### src/rtl/ewrapper_txo_pkg.sv
// Shared types and constants for the eLink TX framer: FSM states, frame masks,
// transaction layout and the 13-byte packet builder.
package ewrapper_txo_pkg;

    typedef enum logic [1:0] {
        ST_IDLE,
        ST_HEAD,
        ST_TAIL
    } state_t;

    localparam logic [7:0] FRAME_HEAD     = 8'hFF;
    localparam logic [7:0] FRAME_TAIL     = 8'hF8;
    localparam logic [7:0] FRAME_TAIL_PAR = 8'hFC;

    localparam int PKT_BYTES = 13;
    localparam int SLOTS     = 8;
    localparam int LANES     = 9;

    typedef struct packed {
        logic        write;
        logic [1:0]  datamode;
        logic [3:0]  ctrlmode;
        logic [31:0] dstaddr;
        logic [31:0] data;
        logic [31:0] srcaddr;
    } txn_t;

    // Element i is packet byte Bi.
    typedef logic [PKT_BYTES-1:0][7:0] pkt_t;

    function automatic pkt_t frame_bytes(input txn_t t);
        pkt_t p;
        p[0] = {t.ctrlmode, t.datamode, t.write, 1'b1};
        for (int i = 0; i < 4; i++) begin
            p[1+i] = t.dstaddr[31-8*i -: 8];
            p[5+i] = t.data[31-8*i -: 8];
            p[9+i] = t.srcaddr[31-8*i -: 8];
        end
        return p;
    endfunction

    function automatic logic [7:0] pkt_parity(input pkt_t p);
        logic [7:0] x;
        x = '0;
        for (int i = 0; i < PKT_BYTES; i++) x ^= p[i];
        return x;
    endfunction

endpackage

### src/rtl/ewrapper_txo_slot_pack.sv
// Packs 8 byte-slots plus a frame mask into the serializer's 72-bit lane order:
// slot t, bit k lands on word[8k+7-t]; frame mask occupies word[71:64].
module ewrapper_txo_slot_pack
    import ewrapper_txo_pkg::*;
(
    input  logic [SLOTS-1:0][7:0]     slot_bytes,
    input  logic [7:0]                frame,
    output logic [SLOTS*LANES-1:0]    word
);

    for (genvar t = 0; t < SLOTS; t++) begin : g_slot
        for (genvar k = 0; k < 8; k++) begin : g_lane
            assign word[8*k+7-t] = slot_bytes[t][k];
        end
    end

    // Mask bit 7 is slot 0, so the mask byte maps straight onto the frame lane.
    assign word[8*SLOTS +: 8] = frame;

endmodule

### src/rtl/ewrapper_txo_framer.sv
// Frames one emesh transaction into a HEAD/TAIL pair of 72-bit slot words.
// Build option TXO_FRAMER_PARITY_EN adds an XOR parity byte in TAIL slot 5.
module ewrapper_txo_framer
    import ewrapper_txo_pkg::*;
#(
    parameter logic [7:0] IDLE_BYTE = 8'h00
)(
    input  logic                       CLK_DIV_IN,
    input  logic                       RESET_N,
    input  logic                       EMESH_ACCESS,
    input  logic                       EMESH_WRITE,
    input  logic [1:0]                 EMESH_DATAMODE,
    input  logic [3:0]                 EMESH_CTRLMODE,
    input  logic [31:0]                EMESH_DSTADDR,
    input  logic [31:0]                EMESH_DATA,
    input  logic [31:0]                EMESH_SRCADDR,
    output logic                       EMESH_WAIT,
    input  logic                       TX_WAIT_IN,
    output logic [SLOTS*LANES-1:0]     TX_DATA_OUT
);

    localparam int TAIL_BYTES = PKT_BYTES - SLOTS;

    txn_t   in_txn, buf_txn;
    logic   buf_valid;
    pkt_t   buf_pkt;
    logic   launch;
    state_t state, state_nxt;

    logic [TAIL_BYTES-1:0][7:0] shd_tail;
    logic [SLOTS-1:0][7:0]      head_b, tail_b, idle_b;
    logic [7:0]                 tail_frame;
    logic [SLOTS*LANES-1:0]     head_w, tail_w, idle_w, word_nxt;

    always_comb begin
        in_txn          = '0;
        in_txn.write    = EMESH_WRITE;
        in_txn.datamode = EMESH_DATAMODE;
        in_txn.ctrlmode = EMESH_CTRLMODE;
        in_txn.dstaddr  = EMESH_DSTADDR;
        in_txn.data     = EMESH_DATA;
        in_txn.srcaddr  = EMESH_SRCADDR;
    end

    assign buf_pkt    = frame_bytes(buf_txn);
    assign EMESH_WAIT = buf_valid;
    // A packet is only started from IDLE or TAIL, so TX_WAIT_IN never splits one.
    assign launch     = (state != ST_HEAD) && buf_valid && !TX_WAIT_IN;

    // Launch frees the buffer on the same edge, giving one accept every two cycles.
    always_ff @(posedge CLK_DIV_IN or negedge RESET_N) begin
        if (!RESET_N) begin
            buf_valid <= 1'b0;
            buf_txn   <= '0;
            shd_tail  <= '0;
        end else if (launch) begin
            buf_valid <= 1'b0;
            shd_tail  <= buf_pkt[PKT_BYTES-1:SLOTS];
        end else if (EMESH_ACCESS && !buf_valid) begin
            buf_valid <= 1'b1;
            buf_txn   <= in_txn;
        end
    end

`ifdef TXO_FRAMER_PARITY_EN
    logic [7:0] shd_par;

    always_ff @(posedge CLK_DIV_IN or negedge RESET_N) begin
        if (!RESET_N)    shd_par <= '0;
        else if (launch) shd_par <= pkt_parity(buf_pkt);
    end
`endif

    assign head_b = buf_pkt[SLOTS-1:0];
    assign idle_b = {SLOTS{IDLE_BYTE}};

    always_comb begin
        tail_b = {SLOTS{IDLE_BYTE}};
        for (int i = 0; i < TAIL_BYTES; i++) tail_b[i] = shd_tail[i];
`ifdef TXO_FRAMER_PARITY_EN
        tail_b[TAIL_BYTES] = shd_par;
        tail_frame         = FRAME_TAIL_PAR;
`else
        tail_frame         = FRAME_TAIL;
`endif
    end

    ewrapper_txo_slot_pack u_pack_head (.slot_bytes(head_b), .frame(FRAME_HEAD), .word(head_w));
    ewrapper_txo_slot_pack u_pack_tail (.slot_bytes(tail_b), .frame(tail_frame), .word(tail_w));
    ewrapper_txo_slot_pack u_pack_idle (.slot_bytes(idle_b), .frame(8'h00),      .word(idle_w));

    always_comb begin
        state_nxt = ST_IDLE;
        word_nxt  = idle_w;
        if (state == ST_HEAD) begin
            state_nxt = ST_TAIL;
            word_nxt  = tail_w;
        end else if (launch) begin
            state_nxt = ST_HEAD;
            word_nxt  = head_w;
        end
    end

    always_ff @(posedge CLK_DIV_IN or negedge RESET_N) begin
        if (!RESET_N) begin
            state       <= ST_IDLE;
            TX_DATA_OUT <= '0;
        end else begin
            state       <= state_nxt;
            TX_DATA_OUT <= word_nxt;
        end
    end

endmodule

### config.mk
export PLATFORM = sky130hd
export DESIGN_NAME = ewrapper_txo_framer
export DESIGN_NICKNAME = d
export VERILOG_FILES = /design/src/rtl/ewrapper_txo_pkg.sv /design/src/rtl/ewrapper_txo_slot_pack.sv /design/src/rtl/ewrapper_txo_framer.sv
export SDC_FILE = /design/constraint.sdc
export NUM_CORES = 1
export LEC_CHECK = 0
export ABC_AREA = 1
export CAP_MARGIN = 10
export CELL_PAD_IN_SITES_DETAIL_PLACEMENT = 0
export CELL_PAD_IN_SITES_GLOBAL_PLACEMENT = 2
export CORE_MARGIN = 3
export CORE_UTILIZATION = 34
export CTS_BUF_LIST = sky130_fd_sc_hd__clkbuf_8
export DETAILED_ROUTE_END_ITERATION = 10
export PLACE_DENSITY = 0.95
export SLEW_MARGIN = 0
export SYNTH_ARGS = -nofsm -noshare
export SYNTH_HDL_FRONTEND = slang
export SYNTH_SLANG_ARGS = --single-unit
### constraint.sdc
create_clock -name CLK_DIV_IN -period 3.3 [get_ports CLK_DIV_IN]
set_input_delay 0.495 -clock CLK_DIV_IN [delete_from_list [all_inputs] [get_ports CLK_DIV_IN]]
set_output_delay 0.495 -clock CLK_DIV_IN [all_outputs]
set_load 0.01 [all_outputs]
==> results of run 1 <==
## cell usage in the layout, fill, tap and decap left out
master           netlist  layout
buf_12                 0       2
buf_4                 11      10
buf_8                  0       1
clkbuf_8               0      45
clkdlybuf4s50_1        0     177
clkinv_2               0       5
clkinvlp_4             0       1
dfrtp_1              211     211
dlygate4sd3_1          0       1
inv_1                 27      41
inv_4                  0       1
inv_6                  0       2
nand2_1              369     367
nand2_2                1       1
nand2_4                0       2
nand3_1              182     182
nor2_1                26      26
nor2_4                 1       1
## state kept, by name, summed over array words and instances, names as in the netlist
| signal | cells |
|---|---|
| state | 2 |
| TX_DATA_OUT | 65 |
| buf_pkt | 103 |
| shd_tail | 40 |
| EMESH_WAIT | 1 |
## area by class of cell
type	instances	area (um^2)
clock buffers	45	619
clock inverters	22	103
fillers	2299	12700
inverters	28	108
multi-input cells	579	2430
flip-flops and latches	211	5280
well taps	319	399
repair buffers	191	1910
## layer usage
metal	global-route usage	wire (um)
met5	0	0
met4	0.0446	397
met3	0.0359	1200
met2	0.248	9640
met1	0.252	10500
## logic make-up after synthesis
| family | synth area share |
|---|---|
| and+or+nand+nor | 0.296 |
| DFF | 0.648 |
| buffers and inverters | 0.0566 |
## tightest hold or removal path, cell delays in order
cell,delay (ns)
buf_4,0.11
nand2_4,0.18
nand2_1,0.11
nand2_1,0.04
## power by group through the flow
stage,registers (W),logic [W],clock network [W]
after global routing,0.00420,0.00249,0.00250
after global placement,0.00409,0.00218,0
final,0.00407,0.00219,0.00230
after detailed placement,0.00411,0.00223,0
after CTS,0.00408,0.00223,0.00237
after floorplan,0.00406,0.00122,0
## per-stage QoR
stage | utilization | instances | worst slack (ns)
after floorplan | - | 886 | 2.06
after global placement | 0.430 | 1327 | 1.17
after detailed placement | 0.430 | 1327 | 1.17
after CTS | 0.461 | 1395 | 1.18
after global routing | 0.461 | 1395 | 0.987
final | 0.461 | 1395 | 1.23
## worst paths after layout
path,end,cells past startpoint,startpoint
setup / recovery,TX_DATA_OUT[65],1,state[0]
hold / removal,buf_pkt[36],4,EMESH_ACCESS
setup reg to reg,buf_pkt[57],5,EMESH_WAIT
hold reg to reg,buf_pkt[63],2,buf_pkt[63]
max in group asynchronous,shd_tail[14],3,RESET_N
min in group asynchronous,buf_pkt[28],2,RESET_N
==> impl_metrics.env, run 1 <==
export IMPL_status="complete, no violations"
export IMPL_tritoncts="built"
export IMPL_antenna_found_initial=0
export IMPL_ys_warn_count=0
export IMPL_grt_pass1_wl_um=34800
export IMPL_min_path_type="input pin to flip-flop"
export IMPL_chipHeight_um=161
export IMPL_r2r_slack_ns=1.25
export IMPL_antenna_cells=0
export IMPL_relSlewSlack=0.372
export IMPL_area_delta_synth_final_pct=33.0
export IMPL_synthFlopType="dfrtp_1"
export IMPL_wl_um=21700
export IMPL_vdd_drop_max_mv=0.271
export IMPL_hold_ws_ns=0.453
export IMPL_wire_per_inst_um=15.6
export IMPL_crit_type="flip-flop to primary output"
export IMPL_grt_max_degree=90
export IMPL_rsz0062_at_grt="no"
export IMPL_max_slew_worst_pin_slew_ns=0.941
export IMPL_root_buffer="clkbuf_8"
export IMPL_drive_gt1_frac=0.0660
export IMPL_power_w=0.00856
export IMPL_cpMaxStageDelayCell="clkdlybuf4s50_1"
export IMPL_cts_sinks=211
export IMPL_ys_async_sr_fraction=1.00
export IMPL_path_cells="clkdlybuf4s50_1"
export IMPL_clk_pin_slew_ns=0.06
export IMPL_final_nets=1155
export IMPL_worstPathRequired_ns=2.80
export IMPL_synth_top_cells_by_area="dfrtp_1, nand2_1, nand3_1"
export IMPL_grt_ovfl_total=0
export IMPL_leakagePower_nw=5.58
export IMPL_synth_cell_area_mm2=0.00815
export IMPL_yosysUniqueCellTypes=13
export IMPL_ant_nets=0
export IMPL_grt_use_total=0.168
export IMPL_yosysMostFrequentCell="nand2_1"
export IMPL_drtPass1Iterations=5
export IMPL_seq_power_share=0.476
export IMPL_clock_fmax_ghz=0.483
export IMPL_power_switching_w=0.00280
export IMPL_rows=56
export IMPL_hold_buffers=1
export IMPL_arrival_ns=1.58
export IMPL_dieArea_mm2=0.0259
export IMPL_critPathTopFamily="buffers and inverters"
export IMPL_yosysTopAreaCell="dfrtp_1"
export IMPL_finalSetupViolCount=0
export IMPL_path_buf_inv=1
export IMPL_switching_share=0.327
export IMPL_grt_pass1_vias=6273
export IMPL_drv_slew=0
export IMPL_hold_viol=0
export IMPL_yosys_area_top_type_share=0.648
export IMPL_cap_violations=0
export IMPL_core_area_mm2=0.0235
export IMPL_via_per_inst=4.52
export IMPL_combPwrFrac=0.256
export IMPL_first_iter_violations=425
export IMPL_p_clk_frac=0.268
export IMPL_syn_nets=993
export IMPL_synth_area_per_cell_um2=9.20
export IMPL_cp_start_kind="flip-flop"
export IMPL_cpPeakStageDelay_ns=0.58
export IMPL_io_pins=180
export IMPL_path_max_fanout=4
export IMPL_power_per_cell_area_mw_per_mm2=789
export IMPL_start_util=0.346
export IMPL_cts_setup_buffers=0
export IMPL_post_dp_cell_area_mm2=0.0101
export IMPL_htree_num_levels=2
export IMPL_die_x_um=161
export IMPL_cts_resized=0
export IMPL_fin_crit_sh=0.628
export IMPL_via_count=6312
export IMPL_gp_congestion=0.754
export IMPL_fin_tns_setup_ns=0
export IMPL_cts_buffer_depth=3
export IMPL_ys_seq_area_frac=0.648
export IMPL_port_buffers=179
export IMPL_synth_edf_count=0
export IMPL_clk_latency_ns=0.52
export IMPL_synth_commonest_cells="nand2_1, dfrtp_1, nand3_1"
export IMPL_design_area_mm2=0.0108
export IMPL_layout_min_cycle_time_ns=2.07
export IMPL_hpwl_um=13700
export IMPL_p_int_w=0.00576
export IMPL_drc_errors=0
export IMPL_ys_ff_latch=211
export IMPL_crit_path_end_kind="primary output"
export IMPL_cts_buffers=37
export IMPL_syn_inst=886
export IMPL_fin_skew_ns=0.0141
No activity file was read; power rests on OpenSTA's default activity.
==> run 2, diff against run 1 <==
--- a/config.mk
+++ b/config.mk
@@ -10,10 +10,10 @@
 export CELL_PAD_IN_SITES_DETAIL_PLACEMENT = 0
 export CELL_PAD_IN_SITES_GLOBAL_PLACEMENT = 2
 export CORE_MARGIN = 3
-export CORE_UTILIZATION = 34
+export CORE_UTILIZATION = 28
 export CTS_BUF_LIST = sky130_fd_sc_hd__clkbuf_8
 export DETAILED_ROUTE_END_ITERATION = 10
-export PLACE_DENSITY = 0.95
+export PLACE_DENSITY = 0.89
 export SLEW_MARGIN = 0
 export SYNTH_ARGS = -nofsm -noshare
 export SYNTH_HDL_FRONTEND = slang
==> constraint.sdc (replaced) <==
create_clock -name CLK_DIV_IN -period 1.9 [get_ports CLK_DIV_IN]
set_input_delay 0.285 -clock CLK_DIV_IN [delete_from_list [all_inputs] [get_ports CLK_DIV_IN]]
set_output_delay 0.285 -clock CLK_DIV_IN [all_outputs]
set_load 0.01 [all_outputs]
==> run 2 against run 1 <==
Routed wire length up 6.3%. Combinational power is 79% higher. Final area increased by 2.9%. Die area up 21%. Total power is 79% higher. Sequential power increased by 72%. Critical path depth is the same.
==> impl_metrics.env, run 2 (synthesis gave the netlist of run 1 again) <==
export IMPL_arrival_ns=1.51
export IMPL_clock_fmax_ghz=0.557
export IMPL_die_x_um=177
export IMPL_ant_nets=0
export IMPL_layout_common_cells="nand2_1, dfrtp_1, nand3_1, clkdlybuf4s50_1, clkbuf_8"
export IMPL_rows=61
export IMPL_htree_num_levels=2
export IMPL_drv_slew=0
export IMPL_r2r_slack_ns=0.46
export IMPL_antenna_cells=0
export IMPL_power_w=0.0153
export IMPL_layout_commonest_cell="nand2_1"
export IMPL_chipHeight_um=177
export IMPL_clk_latency_ns=0.51
export IMPL_power_per_cell_area_mw_per_mm2=1370
export IMPL_port_buffers=179
export IMPL_status="complete, no violations"
export IMPL_holdPathStages=3
export IMPL_path_cells="clkdlybuf4s50_1"
export IMPL_largest_register_ffs=103
export IMPL_start_util=0.289
export IMPL_fillers=2872
export IMPL_cts_setup_buffers=0
export IMPL_rsz0062_at_grt="no"
export IMPL_r2r_end="TX_DATA_OUT[55]"
export IMPL_core_area_mm2=0.0282
export IMPL_crit_type="flip-flop to primary output"
export IMPL_numPlacedInstances=1397
export IMPL_gp_congestion=0.760
export IMPL_timing_rr_start="EMESH_WAIT"
export IMPL_max_slew_worst_pin_slew_ns=0.601
export IMPL_worstPathRequired_ns=1.62
export IMPL_fin_tns_setup_ns=0
export IMPL_wire_per_inst_um=15.7
export IMPL_io_pins=180
export IMPL_dieArea_mm2=0.0312
export IMPL_grt_pass1_vias=6629
export IMPL_reg2reg_depth=5
export IMPL_layout_min_cycle_time_ns=1.79
export IMPL_hp_start="EMESH_ACCESS"
export IMPL_cpPeakStageDelay_ns=0.56
export IMPL_clk_pin_slew_ns=0.06
export IMPL_first_iter_violations=428
export IMPL_fin_crit_sh=0.944
export IMPL_via_per_inst=4.33
export IMPL_worstHoldEndpoint="buf_pkt[90]"
export IMPL_cp_depth=1
export IMPL_cap_violations=0
export IMPL_cpMaxStageDelayCell="clkdlybuf4s50_1"
export IMPL_drtPass1Iterations=5
export IMPL_grt_ovfl_total=0
export IMPL_wl_um=23100
export IMPL_tritoncts="built"
export IMPL_grt_use_total=0.148
export IMPL_antenna_found_initial=5
export IMPL_grt_max_degree=78
export IMPL_cts_buffer_depth=3
export IMPL_root_buffer="clkbuf_8"
export IMPL_hold_viol=0
export IMPL_vdd_drop_max_mv=0.382
export IMPL_leakagePower_nw=5.69
export IMPL_stdcell_count=1466
export IMPL_cts_buffers=39
export IMPL_finalSetupViolCount=0
export IMPL_path_buf_inv=1
export IMPL_timing_final_ws_setup_ns=0.106
export IMPL_cts_sinks=211
export IMPL_cp_start_kind="flip-flop"
export IMPL_final_nets=1168
export IMPL_fin_skew_ns=0.0119
export IMPL_grt_pass1_wl_um=37100
export IMPL_hold_ws_ns=0.179
export IMPL_min_path_type="input pin to flip-flop"
export IMPL_drc_errors=0
export IMPL_area_delta_synth_final_pct=36.9
export IMPL_drive_gt1_frac=0.0790
export IMPL_crit_path_end_kind="primary output"
export IMPL_relSlewSlack=0.599
export IMPL_pre_cts_slack_ns=0.299
export IMPL_critPathTopFamily="buffers and inverters"
export IMPL_via_count=6343
export IMPL_path_max_fanout=4
export IMPL_hpwl_um=14900
-- run 2: cell types whose count changed in the layout (fill, tap and decap cells not counted), sizes merged --
| cell | before | now |
|---|---|---|
| buf | 13 | 24 |
| inv | 44 | 38 |
| clkinv | 5 | 6 |
| bufinv | 0 | 2 |
| clkbuf | 45 | 49 |
-- run 2: what timing repair did --
| item | in CTS | in global routing |
|---|---|---|
| gates resized for setup | 1 | 0 |
| hold buffers | 1 | 0 |
| hold endpoints to repair | 62 | 0 |
| endpoints found under the setup margin | 3 | 0 |
-- run 2: cell type report --
cell class	instances	area (um^2)	area share
clock buffers	49	674	0.0604
inverters	28	106	0.00953
well taps	378	473	0.0424
flip-flops and latches	211	5280	0.473
clock inverters	19	133	0.0119
multi-input cells	579	2430	0.217
repair buffers	202	2070	0.185
-- run 2: through the flow --
stage	cell area (um^2)	util
after floorplan	8150	-
after global placement	10300	0.366
after detailed placement	10300	0.366
after CTS	11200	0.395
after global routing	11200	0.395
final	11200	0.395
-- run 2: worst register-to-register path, stage by stage (launching register included) --
cell and delay, ns:
dfrtp_1 0.39, clkinv_2 0.17, nor2_4 0.18, buf_4 0.40
nand3_1 0.13, nand2_1 0.10
-- run 2: worst max-delay path by stage --
stage / from / endpoint / slack (ns)
floorplan: EMESH_WAIT / shd_tail[0] / 0.71
global placement: TX_WAIT_IN / shd_tail[11] / 0.30
detailed placement: TX_WAIT_IN / shd_tail[14] / 0.30
CTS: state[0] / TX_DATA_OUT[66] / 0.06
global route: EMESH_WAIT / EMESH_WAIT / 0.02
finish: state[0] / TX_DATA_OUT[66] / 0.11
-- run 2: where the power goes --
part / total [W] / internal [W] / switching (W)
clock: 0.00441 / 0.00258 / 0.00182
sequential: 0.00701 / 0.00618 / 0.000829
combinational: 0.00392 / 0.00175 / 0.00217
-- run 2: layer usage --
layer / track usage / vias up / share of wire
li1: - / 3138 / -
met1: 0.201 / 2986 / 0.44
met2: 0.234 / 159 / 0.47
met3: 0.0418 / 50 / 0.065
met4: 0.0439 / 10 / 0.022
met5: 0 / - / 0.0033
==> run 3, diff against run 2 <==
--- a/config.mk
+++ b/config.mk
@@ -14,7 +14,7 @@
 export CTS_BUF_LIST = sky130_fd_sc_hd__clkbuf_8
 export DETAILED_ROUTE_END_ITERATION = 10
 export PLACE_DENSITY = 0.89
-export SLEW_MARGIN = 0
+export SLEW_MARGIN = 20
 export SYNTH_ARGS = -nofsm -noshare
 export SYNTH_HDL_FRONTEND = slang
 export SYNTH_SLANG_ARGS = --single-unit
==> results of run 3 <==
Same layout as run 2: the final DEF is identical, and so are final timing and power.
